<file path="config.mk">
export PLATFORM = sky130hd
export DESIGN_NAME = multiplier_mac
export DESIGN_NICKNAME = d
export VERILOG_FILES = /design/src/rtl/multiplier_pkg.sv /design/src/rtl/mult_pipe.sv /design/src/rtl/multiplier_mac.sv
export SDC_FILE = /design/constraint.sdc
export NUM_CORES = 1
export LEC_CHECK = 0
export BUFFER_PORTS_ARGS = -buffer_cell sky130_fd_sc_hd__clkbuf_2
export CAP_MARGIN = 20
export CELL_PAD_IN_SITES_DETAIL_PLACEMENT = 0
export CELL_PAD_IN_SITES_GLOBAL_PLACEMENT = 2
export CORE_UTILIZATION = 39
export CTS_CLUSTER_SIZE = 40
export DETAILED_ROUTE_END_ITERATION = 10
export GPL_TIMING_DRIVEN = 0
export PLACE_DENSITY_LB_ADDON = 0.1
export SLEW_MARGIN = 40
export SYNTH_ARGS = -nofsm -noshare
export SYNTH_HDL_FRONTEND = slang
export SYNTH_SLANG_ARGS = --single-unit
export TNS_END_PERCENT = 5
</file>
<file path="constraint.sdc">
create_clock -name CLK -period 9.1 [get_ports CLK]
set_clock_uncertainty 0.1 [all_clocks]
set_input_delay 1.365 -clock CLK [delete_from_list [all_inputs] [get_ports CLK]]
set_output_delay 1.365 -clock CLK [all_outputs]
set_load 0.005 [all_outputs]
</file>
<file path="src/rtl/multiplier_pkg.sv">
// Shared types and default sizing for the multiply/accumulate block controller.
package multiplier_pkg;

    localparam int DEF_IN_WIDTH = 16;
    localparam int DEF_DEPTH    = 64;

    typedef enum logic [1:0] {
        ST_FILL  = 2'd0,
        ST_DRAIN = 2'd1,
        ST_FULL  = 2'd2,
        ST_READ  = 2'd3
    } mac_state_t;

endpackage

</file>
<file path="src/rtl/mult_pipe.sv">
// Operand capture stage and full-width signed/unsigned multiplier.
module mult_pipe #(
    parameter int IN_WIDTH   = 16,
    parameter int ADDR_WIDTH = 6,
    localparam int OUT_WIDTH = 2 * IN_WIDTH
) (
    input  logic                  CLK,
    input  logic                  RST,
    input  logic                  load,
    input  logic [IN_WIDTH-1:0]   op_a,
    input  logic [IN_WIDTH-1:0]   op_b,
    input  logic                  sgn,
    input  logic [ADDR_WIDTH-1:0] idx,
    output logic                  valid,
    output logic [ADDR_WIDTH-1:0] addr,
    output logic [OUT_WIDTH-1:0]  product
);

    logic [IN_WIDTH-1:0]  a_q;
    logic [IN_WIDTH-1:0]  b_q;
    logic                 sgn_q;
    logic [OUT_WIDTH-1:0] ext_a;
    logic [OUT_WIDTH-1:0] ext_b;

    always_ff @(posedge CLK or posedge RST) begin
        if (RST) begin
            valid <= 1'b0;
            addr  <= '0;
            a_q   <= '0;
            b_q   <= '0;
            sgn_q <= 1'b0;
        end else begin
            valid <= load;
            if (load) begin
                addr  <= idx;
                a_q   <= op_a;
                b_q   <= op_b;
                sgn_q <= sgn;
            end
        end
    end

    // Extending both operands to the product width makes the low OUT_WIDTH
    // bits of one unsigned multiply correct for either interpretation.
    always_comb begin
        ext_a   = {{IN_WIDTH{sgn_q & a_q[IN_WIDTH-1]}}, a_q};
        ext_b   = {{IN_WIDTH{sgn_q & b_q[IN_WIDTH-1]}}, b_q};
        product = ext_a * ext_b;
    end

endmodule

</file>
<file path="src/rtl/multiplier_mac.sv">
// Block multiply/accumulate controller: fills an external memory with products
// (overwrite or read-modify-write accumulate), then streams the block back out.
//
// state  | meaning
// FILL   | accepting operand pairs, one per cycle, index 0..DEPTH-1
// DRAIN  | last pair accepted, waiting for its write to issue
// FULL   | block complete, waiting for EN_blockRead
// READ   | streaming addresses 0..DEPTH-1, data valid one cycle later
module multiplier_mac
    import multiplier_pkg::*;
#(
    parameter int IN_WIDTH    = DEF_IN_WIDTH,
    parameter int DEPTH       = DEF_DEPTH,
    localparam int OUT_WIDTH  = 2 * IN_WIDTH,
    localparam int ADDR_WIDTH = $clog2(DEPTH)
) (
    input  logic                  CLK,
    input  logic                  RST,
    input  logic                  EN_mult,
    output logic                  RDY_mult,
    input  logic [IN_WIDTH-1:0]   mult_input0,
    input  logic [IN_WIDTH-1:0]   mult_input1,
    input  logic                  mode_signed,
    input  logic                  mode_acc,
    input  logic                  EN_blockRead,
    output logic                  VALID_memVal,
    output logic [OUT_WIDTH-1:0]  memVal_data,
    output logic                  EN_readMem,
    output logic [ADDR_WIDTH-1:0] readMem_addr,
    input  logic [OUT_WIDTH-1:0]  readMem_val,
    output logic                  EN_writeMem,
    output logic [ADDR_WIDTH-1:0] writeMem_addr,
    output logic [OUT_WIDTH-1:0]  writeMem_val
);

    localparam logic [ADDR_WIDTH-1:0] LAST_IDX = ADDR_WIDTH'(DEPTH - 1);

    mac_state_t state;
    mac_state_t state_nxt;

    logic                  active;
    logic                  accept;
    logic [ADDR_WIDTH-1:0] fill_idx;
    logic                  acc_q;
    logic [ADDR_WIDTH:0]   rd_cnt;
    logic                  rd_blk;
    logic                  rd_fill;
    logic                  valid_q;

    logic                  s1_valid;
    logic [ADDR_WIDTH-1:0] s1_addr;
    logic [OUT_WIDTH-1:0]  s1_prod;
    logic                  s2_valid;
    logic [ADDR_WIDTH-1:0] s2_addr;
    logic [OUT_WIDTH-1:0]  s2_prod;

    logic                  wr_en;
    logic [ADDR_WIDTH-1:0] wr_addr;
    logic [OUT_WIDTH-1:0]  wr_val;

    // active holds RDY_mult low through reset and releases it on the first edge after.
    assign RDY_mult = active && (state == ST_FILL);
    assign accept   = EN_mult && RDY_mult;

    mult_pipe #(
        .IN_WIDTH   (IN_WIDTH),
        .ADDR_WIDTH (ADDR_WIDTH)
    ) u_pipe (
        .CLK     (CLK),
        .RST     (RST),
        .load    (accept),
        .op_a    (mult_input0),
        .op_b    (mult_input1),
        .sgn     (mode_signed),
        .idx     (fill_idx),
        .valid   (s1_valid),
        .addr    (s1_addr),
        .product (s1_prod)
    );

    always_ff @(posedge CLK or posedge RST) begin
        if (RST) begin
            state <= ST_FILL;
        end else begin
            state <= state_nxt;
        end
    end

    always_comb begin
        state_nxt = state;
        case (state)
            ST_FILL:  if (accept && (fill_idx == LAST_IDX)) state_nxt = ST_DRAIN;
            ST_DRAIN: if (wr_en && (wr_addr == LAST_IDX)) state_nxt = ST_FULL;
            ST_FULL:  if (EN_blockRead) state_nxt = ST_READ;
            ST_READ:  if (rd_cnt[ADDR_WIDTH]) state_nxt = ST_FILL;
            default:  state_nxt = ST_FILL;
        endcase
    end

    always_ff @(posedge CLK or posedge RST) begin
        if (RST) begin
            active   <= 1'b0;
            fill_idx <= '0;
            acc_q    <= 1'b0;
            rd_cnt   <= '0;
            valid_q  <= 1'b0;
        end else begin
            active  <= 1'b1;
            valid_q <= rd_blk;
            if (accept) begin
                fill_idx <= fill_idx + 1'b1;
                if (fill_idx == '0) begin
                    acc_q <= mode_acc;
                end
            end
            if (state == ST_READ) begin
                rd_cnt <= rd_cnt + 1'b1;
            end else begin
                rd_cnt <= '0;
            end
        end
    end

    // Accumulate passes read entry n one cycle after accept and write it the next.
    always_ff @(posedge CLK or posedge RST) begin
        if (RST) begin
            s2_valid <= 1'b0;
            s2_addr  <= '0;
            s2_prod  <= '0;
        end else begin
            s2_valid <= s1_valid && acc_q;
            s2_addr  <= s1_addr;
            s2_prod  <= s1_prod;
        end
    end

    always_comb begin
        rd_blk  = (state == ST_READ) && !rd_cnt[ADDR_WIDTH];
        rd_fill = s1_valid && acc_q;
        wr_en   = acc_q ? s2_valid : s1_valid;
        wr_addr = acc_q ? s2_addr : s1_addr;
        wr_val  = acc_q ? (readMem_val + s2_prod) : s1_prod;
    end

    always_comb begin
        EN_readMem    = rd_blk || rd_fill;
        readMem_addr  = '0;
        if (rd_blk) begin
            readMem_addr = rd_cnt[ADDR_WIDTH-1:0];
        end else if (rd_fill) begin
            readMem_addr = s1_addr;
        end
        EN_writeMem   = wr_en;
        writeMem_addr = wr_en ? wr_addr : '0;
        writeMem_val  = wr_en ? wr_val : '0;
        VALID_memVal  = valid_q;
        memVal_data   = valid_q ? readMem_val : '0;
    end

endmodule
</file>
==> results.ini, run 1 <==
[outcome]
status = finished clean

[die]
start_util = 0.395
dieArea_sq_mm = 0.0422
die_x_microns = 205
rows = 74
ioPinCount = 150
die_y_microns = 205
core_area_sq_mm = 0.0408

[logic_synthesis]
synth_most_common_cell = inv_1
yosysSeqAreaShare = 0.150
syn_inst = 1799
synthTopCellsByArea = fa_1 35%, dfrtp_1 15%, ha_1 9.4%
syn_area_per_cell_sq_um = 8.97
synth-seq-cells = 97
synth_top_area_share = 0.351
synth_area_sq_mm = 0.0161
synth_edf_count = 0
netlist_top_cells_count = 334 x inv_1, 302 x nand2_1, 283 x fa_1, 165 x and2_1, 121 x ha_1
synth_nets = 2273
ys.warnings.count = 0
synth_top_area_cell = fa_1
synth_flop_cell = dfrtp_1
async_reset_ff_frac = 1.00
synth_cell_types = 57

[cells_and_area]
fillCellCount = 4141
syn_to_final_growth_pct = 13.6
nets = 2458
drive_above_1_share = 0.136
num_antenna_cells = 0
fin_util = 0.449

[drt]
vias = 12700
wl_microns = 49900
firstDrtPassIters = 5
via_per_inst = 5.04
routedWlPerCell_microns = 19.8
drt-initial-drc-count = 582
ant_nets = 0
drc = 0

[global_routing]
grt_max_degree = 64
track_usage = 0.248
first_global_vias = 13000
grt_first_pass_wirelength_microns = 76900
grt_overflow = 0
antenna_found_initial = 0

[run]
maxCapViolCount = 0

[setup_path]
critPathKind = reg2out
max_stage_delay_ns = 0.57
ff2ff_path_depth = 23
cp-startpoint = u_pipe.a_q[11]
cp_max_fo = 10
cp.required_ns = 7.64
critPathSlowestCell = fa_2
crit_arrival_ns = 7.34
rr_startpoint = u_pipe.a_q[11]
cp.depth = 24
cp_cell_sequence = buf_6 > nand2_1 > fa_1 > inv_1 > fa_1 > inv_1 > fa_1 > inv_1 > fa_1 > fa_1 > inv_1 > fa_2 > inv_1 > ha_1 > buf_6 > and3_1 > and4_1 > o41a_1 > a311o_1 > o41a_1 > a221o_1 > a311o_1 > o211ai_1 > clkbuf_2
cp-start-kind = register
crit_family = adder cells
path_buf_inv = 8
cp-end-kind = output pin

[cts]
clock_path_buffers = 2
cts.sinks = 97
cts_tree = built
cts-root-buf = clkbuf_16
clk_latency_ns = 0.39
cts_made_buffers = 9
cts.clk_slew.worst_paths_ns = 0.09
h-tree-depth = 3

[timing]
relSlewSlack = 0.471
maxSlewViolCount = 0
fin_crit_sh = 0.968
grt_setup_unrepaired = no
final.setup.tns_ns = 0
setup_violations = 0
worst_pin_slew_ns = 0.793
hold_viol_final = 0
max_freq_mhz = 114
post-route-min-period_ns = 8.81

[placed_design]
place_hpwl_microns = 41200
port_buffers = 149
place_congestion = 0.866

[hold_path]
worstHoldStart = u_pipe.addr[4]
hold_path_depth = 0
min_path_type = reg2reg

metal layers:
metal / global-route usage / routed length (microns)
met1: 0.344 / 22700
met4: 0.0352 / 509
met5: 0 / 0
met2: 0.412 / 24200
met3: 0.0445 / 2480
worst paths after layout:
kind / endpoint / slack [ns]
worst max-delay path: writeMem_val[30] / 0.29
worst min-delay path: s2_addr[4] / 0.37
worst max register to register: s2_prod[30] / 2.20
worst min register to register: s2_addr[4] / 0.37
max in group asynchronous: u_pipe.b_q[3] / 7.37
min in group asynchronous: rd_cnt[2] / 0.83
metrics by stage:
| step | setup slack (ns) | std cells | area, sq um | hold WS [ns] |
|---|---|---|---|---|
| 2_1_floorplan | 1.10 | 1799 | 16100 | 0.295 |
| 3_3_place_gp | -0.255 | 2480 | 17500 | 0.365 |
| 3_5_place_dp | -0.256 | 2481 | 17600 | 0.370 |
| 4_1_cts | 0.00393 | 2489 | 18000 | 0.391 |
| 5_1_grt | 0.0268 | 2521 | 18300 | 0.423 |
| 6_report | 0.294 | 2521 | 18300 | 0.374 |
layout make-up:
cell class / instances / area, sq um / share of cell area
Multi-Input combinational cell: 1299 / 12200 / 0.666
Sequential cell: 97 / 2460 / 0.134
Inverter: 335 / 1260 / 0.0690
Timing Repair Buffer: 183 / 1030 / 0.0563
Tap cell: 532 / 666 / 0.0363
Buffer: 59 / 375 / 0.0205
Clock buffer: 9 / 225 / 0.0123
Clock inverter: 7 / 93.8 / 0.00512
timing repair:
action / CTS / global route
resized for setup: 69 / 62
pin swaps: 0 / 1
endpoints found under the setup margin: 10 / 4
hold buffers: 0 / 0
buffers inserted: 0 / 31
state kept, by name, summed over array words and instances (netlist names):
name and flops:
VALID_memVal 1, acc_q 1, active 1, fill_idx 6, rd_cnt 7, s2_addr 6, s2_prod 32, s2_valid 1
state 2, u_pipe.a_q 16, u_pipe.addr 6, u_pipe.b_q 16, u_pipe.sgn_q 1, u_pipe.valid 1
logic make-up (layout without fill, tap and decap cells):
family,after synthesis,count (layout),share of synthesized area
simple gates,606,606,0.180
fa+ha+maj,404,404,0.445
buf+inv,403,593,0.0942
compound gates,206,206,0.0847
flops,97,97,0.150
xor+xnor,70,70,0.0380
mux,12,12,0.00752
other cells,1,1,0.000232
layout by cell type (no fill, tap or decap), types with 20 or more instances in the layout:
master and count:
o21ai_0 22, xnor2_1 53, clkbuf_1 22, clkbuf_2 155, buf_4 38, nand3_1 20
dfrtp_2 26, inv_1 332, and2_1 164, a21oi_1 45, fa_1 281, ha_1 120
o21ai_1 26, dfrtp_1 70, nand2_1 301, nor2_1 43
Power of run 1 is not shown: default switching activity piles up to over one toggle a cycle in this logic, so the estimate is an artifact.
==> run 2, diff against run 1 <==
- SYNTH_HIERARCHICAL: unset -> 1
==> run 2 against run 1 <==
Setup slack better by 0.036 ns. Final cell count shrank 3.3%. Via count fell by 3.8%. Fmax grew 0.41%. Sequential share of layout area rose by 0.085 points. Final area down 1.5%. Critical path type unchanged. Highest routed layer unchanged.
==> results.ini, run 2 <==
[drt]
ant_nets = 0  ; unchanged
drc = 0  ; unchanged
wl_microns = 46900  ; was 49900 microns
drt-initial-drc-count = 428  ; was 582
via_per_inst = 5.01  ; was 5.04
routedWlPerCell_microns = 19.2  ; was 19.8 microns
firstDrtPassIters = 5  ; unchanged
vias = 12200  ; was 12700

[placed_design]
place_ws_ns = -0.0315  ; was -0.256 ns
port_buffers = 149  ; unchanged
place_congestion = 0.887  ; was 0.866
dp.cells = 2431  ; was 2481
place_hpwl_microns = 39500  ; was 41200 microns

[timing]
post-route-min-period_ns = 8.77  ; was 8.81 ns
maxSlewViolCount = 0  ; unchanged
relSlewSlack = 0.492  ; was 0.471
max_freq_mhz = 114  ; about the same
worst_pin_slew_ns = 0.763  ; was 0.793 ns
fin_ws_ns = 0.331  ; was 0.294 ns
fin_crit_sh = 0.964  ; was 0.968
hold_viol_final = 0  ; unchanged
grt_setup_unrepaired = no  ; unchanged
setup_violations = 0  ; unchanged
whs_ns = 0.382  ; was 0.374 ns

[logic_synthesis]
synth_top_area_cell = fa_1  ; unchanged
syn_area_per_cell_sq_um = 9.28  ; was 8.97 sq um
synth_edf_count = 0  ; unchanged
ys.warnings.count = 6  ; was 0
synth_flop_cell = dfrtp_1  ; unchanged
synth_most_common_cell = inv_1  ; unchanged
netlist_top_cells_count = 345 x inv_1, 283 x fa_1, 198 x nand2_1, 173 x and2_1, 121 x ha_1  ; was 334 x inv_1, 302 x nand2_1, 283 x fa_1, 165 x and2_1, 121 x ha_1
synth_nets = 2223  ; was 2273
synthTopCellsByArea = fa_1 35%, dfrtp_1 15%, ha_1 9.3%  ; was fa_1 35%, dfrtp_1 15%, ha_1 9.4%
yosysSeqAreaShare = 0.150  ; about the same
syn_inst = 1749  ; was 1799
synth-seq-cells = 97  ; unchanged
synth_top_area_share = 0.349  ; was 0.351
synth_area_sq_mm = 0.0162  ; was 0.0161 sq mm
async_reset_ff_frac = 1.00  ; unchanged
synth_cell_types = 67  ; was 57

[setup_path]
cp.depth = 26  ; was 24
ff2ff_path_depth = 22  ; was 23
path_buf_inv = 8  ; unchanged
reg2reg_slack_ns = 2.39  ; was 2.20 ns
critPathSlowestCell = fa_1  ; was fa_2
cp-end-kind = output pin  ; unchanged
crit_family = adder cells  ; unchanged
crit_arrival_ns = 7.30  ; was 7.34 ns
r2r-end = s2_prod[28]  ; was s2_prod[30]
cp.required_ns = 7.64  ; about the same
cp-start-kind = register  ; unchanged
cp_max_fo = 10  ; unchanged
rr_startpoint = u_pipe/a_q[12]  ; was u_pipe.a_q[11]
crit_end = writeMem_val[31]  ; was writeMem_val[30]
max_stage_delay_ns = 0.55  ; was 0.57 ns
cp-startpoint = u_pipe/b_q[4]  ; was u_pipe.a_q[11]
critPathKind = reg2out  ; unchanged
path_common_cell = fa_1

[cts]
cts.sinks = 97  ; unchanged
hold_buffers = 0  ; unchanged
cts.clk_slew.worst_paths_ns = 0.08  ; was 0.09 ns
clock_path_buffers = 2  ; unchanged
cts_tree = built  ; unchanged
h-tree-depth = 3  ; unchanged
clk_latency_ns = 0.39  ; about the same
cts-root-buf = clkbuf_16  ; unchanged
cts_made_buffers = 9  ; unchanged

[global_routing]
first_global_vias = 12900  ; was 13000
grt_overflow = 0  ; unchanged
antenna_found_initial = 1  ; was 0
track_usage = 0.237  ; was 0.248
grt_first_pass_wirelength_microns = 74700  ; was 76900 microns
grt_max_degree = 42  ; was 64

[cells_and_area]
syn_to_final_growth_pct = 11.2  ; was 13.6%
largest-register = s2_prod  ; unchanged
drive_above_1_share = 0.144  ; was 0.136
nets = 2376  ; was 2458
finalNonFillerCells = 2439  ; was 2521
final_cell_mix = 342 x inv_1, 282 x fa_1, 198 x nand2_1, 172 x and2_1, 171 x clkbuf_2  ; was 332 x inv_1, 301 x nand2_1, 281 x fa_1, 164 x and2_1, 155 x clkbuf_2
num_antenna_cells = 0  ; unchanged
mostFrequentLayoutCell = inv_1  ; unchanged
largestRegisters = s2_prod (32), u_pipe/a_q (16), u_pipe/b_q (16)  ; was s2_prod (32), u_pipe.a_q (16), u_pipe.b_q (16)
largest_reg_flops = 32  ; unchanged
fin_util = 0.441  ; was 0.449

[outcome]
status = finished clean  ; unchanged

[die]
die_x_microns = 206  ; was 205 microns
die_y_microns = 206  ; was 205 microns
rows = 74  ; unchanged
core_area_sq_mm = 0.0409  ; was 0.0408 sq mm
start_util = 0.396  ; was 0.395
ioPinCount = 150  ; unchanged
dieArea_sq_mm = 0.0424  ; was 0.0422 sq mm

[run]
maxCapViolCount = 0  ; unchanged

[hold_path]
min_path_type = reg2reg  ; unchanged

run 2: layout make-up:
class,count,area [sq um]
clock inverters,7,93.8
clock buffers,9,225
multi-input cells,1240,12300
flip-flops and latches,97,2440
inverters,346,1300
fillers,4140,22900
repair buffers,151,773
plain buffers,57,264
well taps,532,666
run 2: worst min-delay path by stage:
stage                         startpoint         end  slack, ns  cells past startpoint
after floorplan           u_pipe/addr[3]  s2_addr[3]       0.29                      0
after global placement    u_pipe/addr[4]  s2_addr[4]       0.37                      0
after detailed placement  u_pipe/addr[3]  s2_addr[3]       0.37                      0
after CTS                 u_pipe/addr[3]  s2_addr[3]       0.39                      0
after global routing      u_pipe/addr[3]  s2_addr[3]       0.40                      0
final                     u_pipe/addr[0]  s2_addr[0]       0.38                      0
run 2: routing by layer:
layer  track usage  vias up  wire length, microns
met2         0.393      265                 21800
met4        0.0454        0                   642
met3        0.0360       37                  2010
li1              -     5735                     -
met5             0        -                     0
met1         0.329     6181                 22500
run 2: metrics by stage:
step	TNS, ns	area [sq um]
after CTS	0	18000
after global routing	0	18000
after detailed placement	-0.0315	17700
final	0	18000
after floorplan	0	16200
after global placement	-0.0228	17600
run 2: cells by family (layout without fill, tap and decap cells):
group	Yosys count	in the layout	share of synthesized area
compound gates	210	210	0.0830
xor+xnor	74	74	0.0399
fa+ha+maj	404	404	0.442
buf+inv	412	570	0.0959
flops	97	97	0.150
mux	50	50	0.0339
other cells	1	1	0.000231
simple gates	501	501	0.155
run 2: timing repair:
item / 4_1_cts / 5_1_grt
buffers inserted: 0 / 1
endpoints found under the setup margin: 8 / 8
resized for setup: 14 / 52
run 2: worst reg2reg max path: cells and delay by family (launching register included):
| family | cells | cell delay (ns) |
|---|---|---|
| AOI/OAI and AO/OA | 6 | 1.35 |
| and+or+nand+nor | 1 | 0.15 |
| DFF | 1 | 0.50 |
| xor gates and xnor gates | 1 | 0.33 |
| adders and majority gates | 7 | 3.44 |
| buffers and inverters | 7 | 0.73 |
Power of run 2 is left out for the same reason.
==> run 3, diff against run 2 <==
- RECOVER_POWER: unset -> 100
==> run 3 against run 2 <==
Global-route usage unchanged. Flip-flop and latch count unchanged. The run now ends with capacitance limit, slew limit left. Core utilization decreased by 0.17 points. Critical path type unchanged. Non-clock buffer count unchanged. Fmax increased by 0.11%. Setup slack improved by 0.0095 ns.
==> results.ini, run 3 (synthesized netlist as in run 2, its figures left out) <==
[drt]
vias = 12200  ; about the same
firstDrtPassIters = 4  ; was 5
ant_nets = 0  ; unchanged
routedWlPerCell_microns = 19.3  ; was 19.2 microns
drt-initial-drc-count = 401  ; was 428
drc = 0  ; unchanged
wl_microns = 47000  ; was 46900 microns
via_per_inst = 5.00  ; was 5.01

[cells_and_area]
largestRegisters = s2_prod (32), u_pipe/a_q (16), u_pipe/b_q (16)  ; unchanged
largest-register = s2_prod  ; unchanged
final_cell_mix = 342 x inv_1, 282 x fa_1, 198 x nand2_1, 145 x and2_1, 134 x clkbuf_2  ; was 342 x inv_1, 282 x fa_1, 198 x nand2_1, 172 x and2_1, 171 x clkbuf_2
syn_to_final_growth_pct = 10.8  ; was 11.2%
fillCellCount = 4157  ; was 4140
num_antenna_cells = 0  ; unchanged
mostFrequentLayoutCell = inv_1  ; unchanged
drive_above_1_share = 0.123  ; was 0.144
largest_reg_flops = 32  ; unchanged
final_area_sq_mm = 0.0180  ; about the same
nets = 2376  ; unchanged

[setup_path]
max_stage_delay_ns = 0.55  ; about the same
cp-end-kind = output pin  ; unchanged
cp.depth = 26  ; unchanged
cp.required_ns = 7.64  ; about the same
cp_max_fo = 10  ; unchanged
critPathSlowestCell = fa_1  ; unchanged
ff2ff_path_depth = 23  ; was 22
path_common_cell = fa_1  ; unchanged
crit_arrival_ns = 7.29  ; was 7.30 ns
cp-start-kind = register  ; unchanged
crit_family = adder cells  ; unchanged
critPathKind = reg2out  ; unchanged
path_buf_inv = 8  ; unchanged

[global_routing]
grt_overflow = 0  ; unchanged
top_usage_layer = met2  ; unchanged
grt_use_met1 = 0.329  ; unchanged
grt_max_degree = 42  ; unchanged
track_usage = 0.237  ; unchanged
use_met3 = 0.0360  ; unchanged
antenna_found_initial = 1  ; unchanged
grt_util_met2 = 0.393  ; unchanged
first_global_vias = 12900  ; unchanged
grt_first_pass_wirelength_microns = 74700  ; unchanged

[hold_path]
hold_path_depth = 0  ; unchanged
min_path_type = reg2reg  ; unchanged

[die]
rows = 74  ; unchanged
core_area_sq_mm = 0.0409  ; unchanged
start_util = 0.396  ; unchanged
ioPinCount = 150  ; unchanged
die_y_microns = 206  ; unchanged
dieArea_sq_mm = 0.0424  ; unchanged
die_x_microns = 206  ; unchanged

[cts]
cts.clk_slew.worst_paths_ns = 0.08  ; about the same
cts-root-buf = clkbuf_16  ; unchanged
cts_tree = built  ; unchanged
cts.sinks = 97  ; unchanged
clock_path_buffers = 2  ; unchanged
h-tree-depth = 3  ; unchanged
cts_made_buffers = 9  ; unchanged
clk_latency_ns = 0.39  ; about the same

[placed_design]
place_congestion = 0.887  ; unchanged
dpl_cell_area_sq_mm = 0.0177  ; unchanged
port_buffers = 149  ; unchanged
place_hpwl_microns = 39500  ; unchanged

[timing]
grt_setup_unrepaired = no  ; unchanged
max_freq_mhz = 114  ; about the same
post-route-min-period_ns = 8.76  ; was 8.77 ns
worst_pin_slew_ns = 2.34  ; was 0.763 ns
setup_violations = 0  ; unchanged
hold_viol_final = 0  ; unchanged
relSlewSlack = -0.558  ; was 0.492
fin_crit_sh = 0.963  ; was 0.964
maxSlewViolCount = 83  ; was 0

[run]
maxCapViolCount = 2  ; was 0

[outcome]
violations = capacitance limit, slew limit
status = finished, violations left  ; was finished clean

run 3: cell types whose count changed in the layout (fill, tap and decap cells not counted):
cell,change
clkbuf_1,+41
clkbuf_2,-37
and2_0,+27
and2_1,-27
o21ai_0,+21
o21ai_1,-21
buf_1,-2
clkinvlp_2,+2
inv_4,-2
a2111oi_0,+1
a2111oi_1,-1
buf_12,-1
buf_2,-1
run 3: worst reg2reg max path, delay by kind of cell (launching register included):
family	cells	cell delay, ns
adders and majority gates	7	3.30
buffers and inverters	7	0.78
and+or+nand+nor	1	0.15
AOI/OAI and AO/OA	7	1.61
DFF	1	0.51
xor gates and xnor gates	1	0.18
run 3: cell type report:
type | count | area [sq um] | share of cell area
Buffer | 57 | 262 | 0.0145
Clock buffer | 9 | 225 | 0.0125
Clock inverter | 7 | 93.8 | 0.00522
Inverter | 346 | 1300 | 0.0724
Multi-Input combinational cell | 1240 | 12300 | 0.683
Sequential cell | 97 | 2440 | 0.136
Tap cell | 532 | 666 | 0.0370
Timing Repair Buffer | 151 | 712 | 0.0396
run 3: metal layers:
metal | wire (microns) | vias up
met4 | 648 | 0
met3 | 2000 | 37
li1 | - | 5746
met1 | 22500 | 6153
met5 | 0 | -
met2 | 21900 | 271
run 3: timing repair:
action                     4_1_cts  5_1_grt
setup endpoints to repair        8        8
pin swaps                        0        0
buffers inserted                 0        1
resized for setup               14       52
hold endpoints to repair         0        0
hold buffers                     0        0
run 3: per-stage QoR:
stage                     hold slack [ns]  setup slack (ns)   util  instances  TNS, ns
after floorplan                     0.292              1.36      -       1749        0
after global placement              0.369           -0.0228  0.431       2430  -0.0228
after detailed placement            0.370           -0.0315  0.432       2431  -0.0315
after CTS                           0.389          0.000782  0.440       2442        0
after global routing                0.405           0.00766  0.439       2439        0
final                               0.379             0.340  0.439       2439        0
run 3: worst paths after layout:
path                                     start          endpoint  slack (ns)
worst min register to register  u_pipe/addr[0]        s2_addr[0]        0.38
worst max-delay path             u_pipe/b_q[4]  writeMem_val[31]        0.34
worst min-delay path            u_pipe/addr[0]        s2_addr[0]        0.38
min in group asynchronous                  RST       fill_idx[0]        0.97
max in group asynchronous                  RST       s2_prod[17]        5.32
worst max register to register   u_pipe/b_q[4]       s2_prod[31]        2.41
Power of run 3 is left out for the same reason.
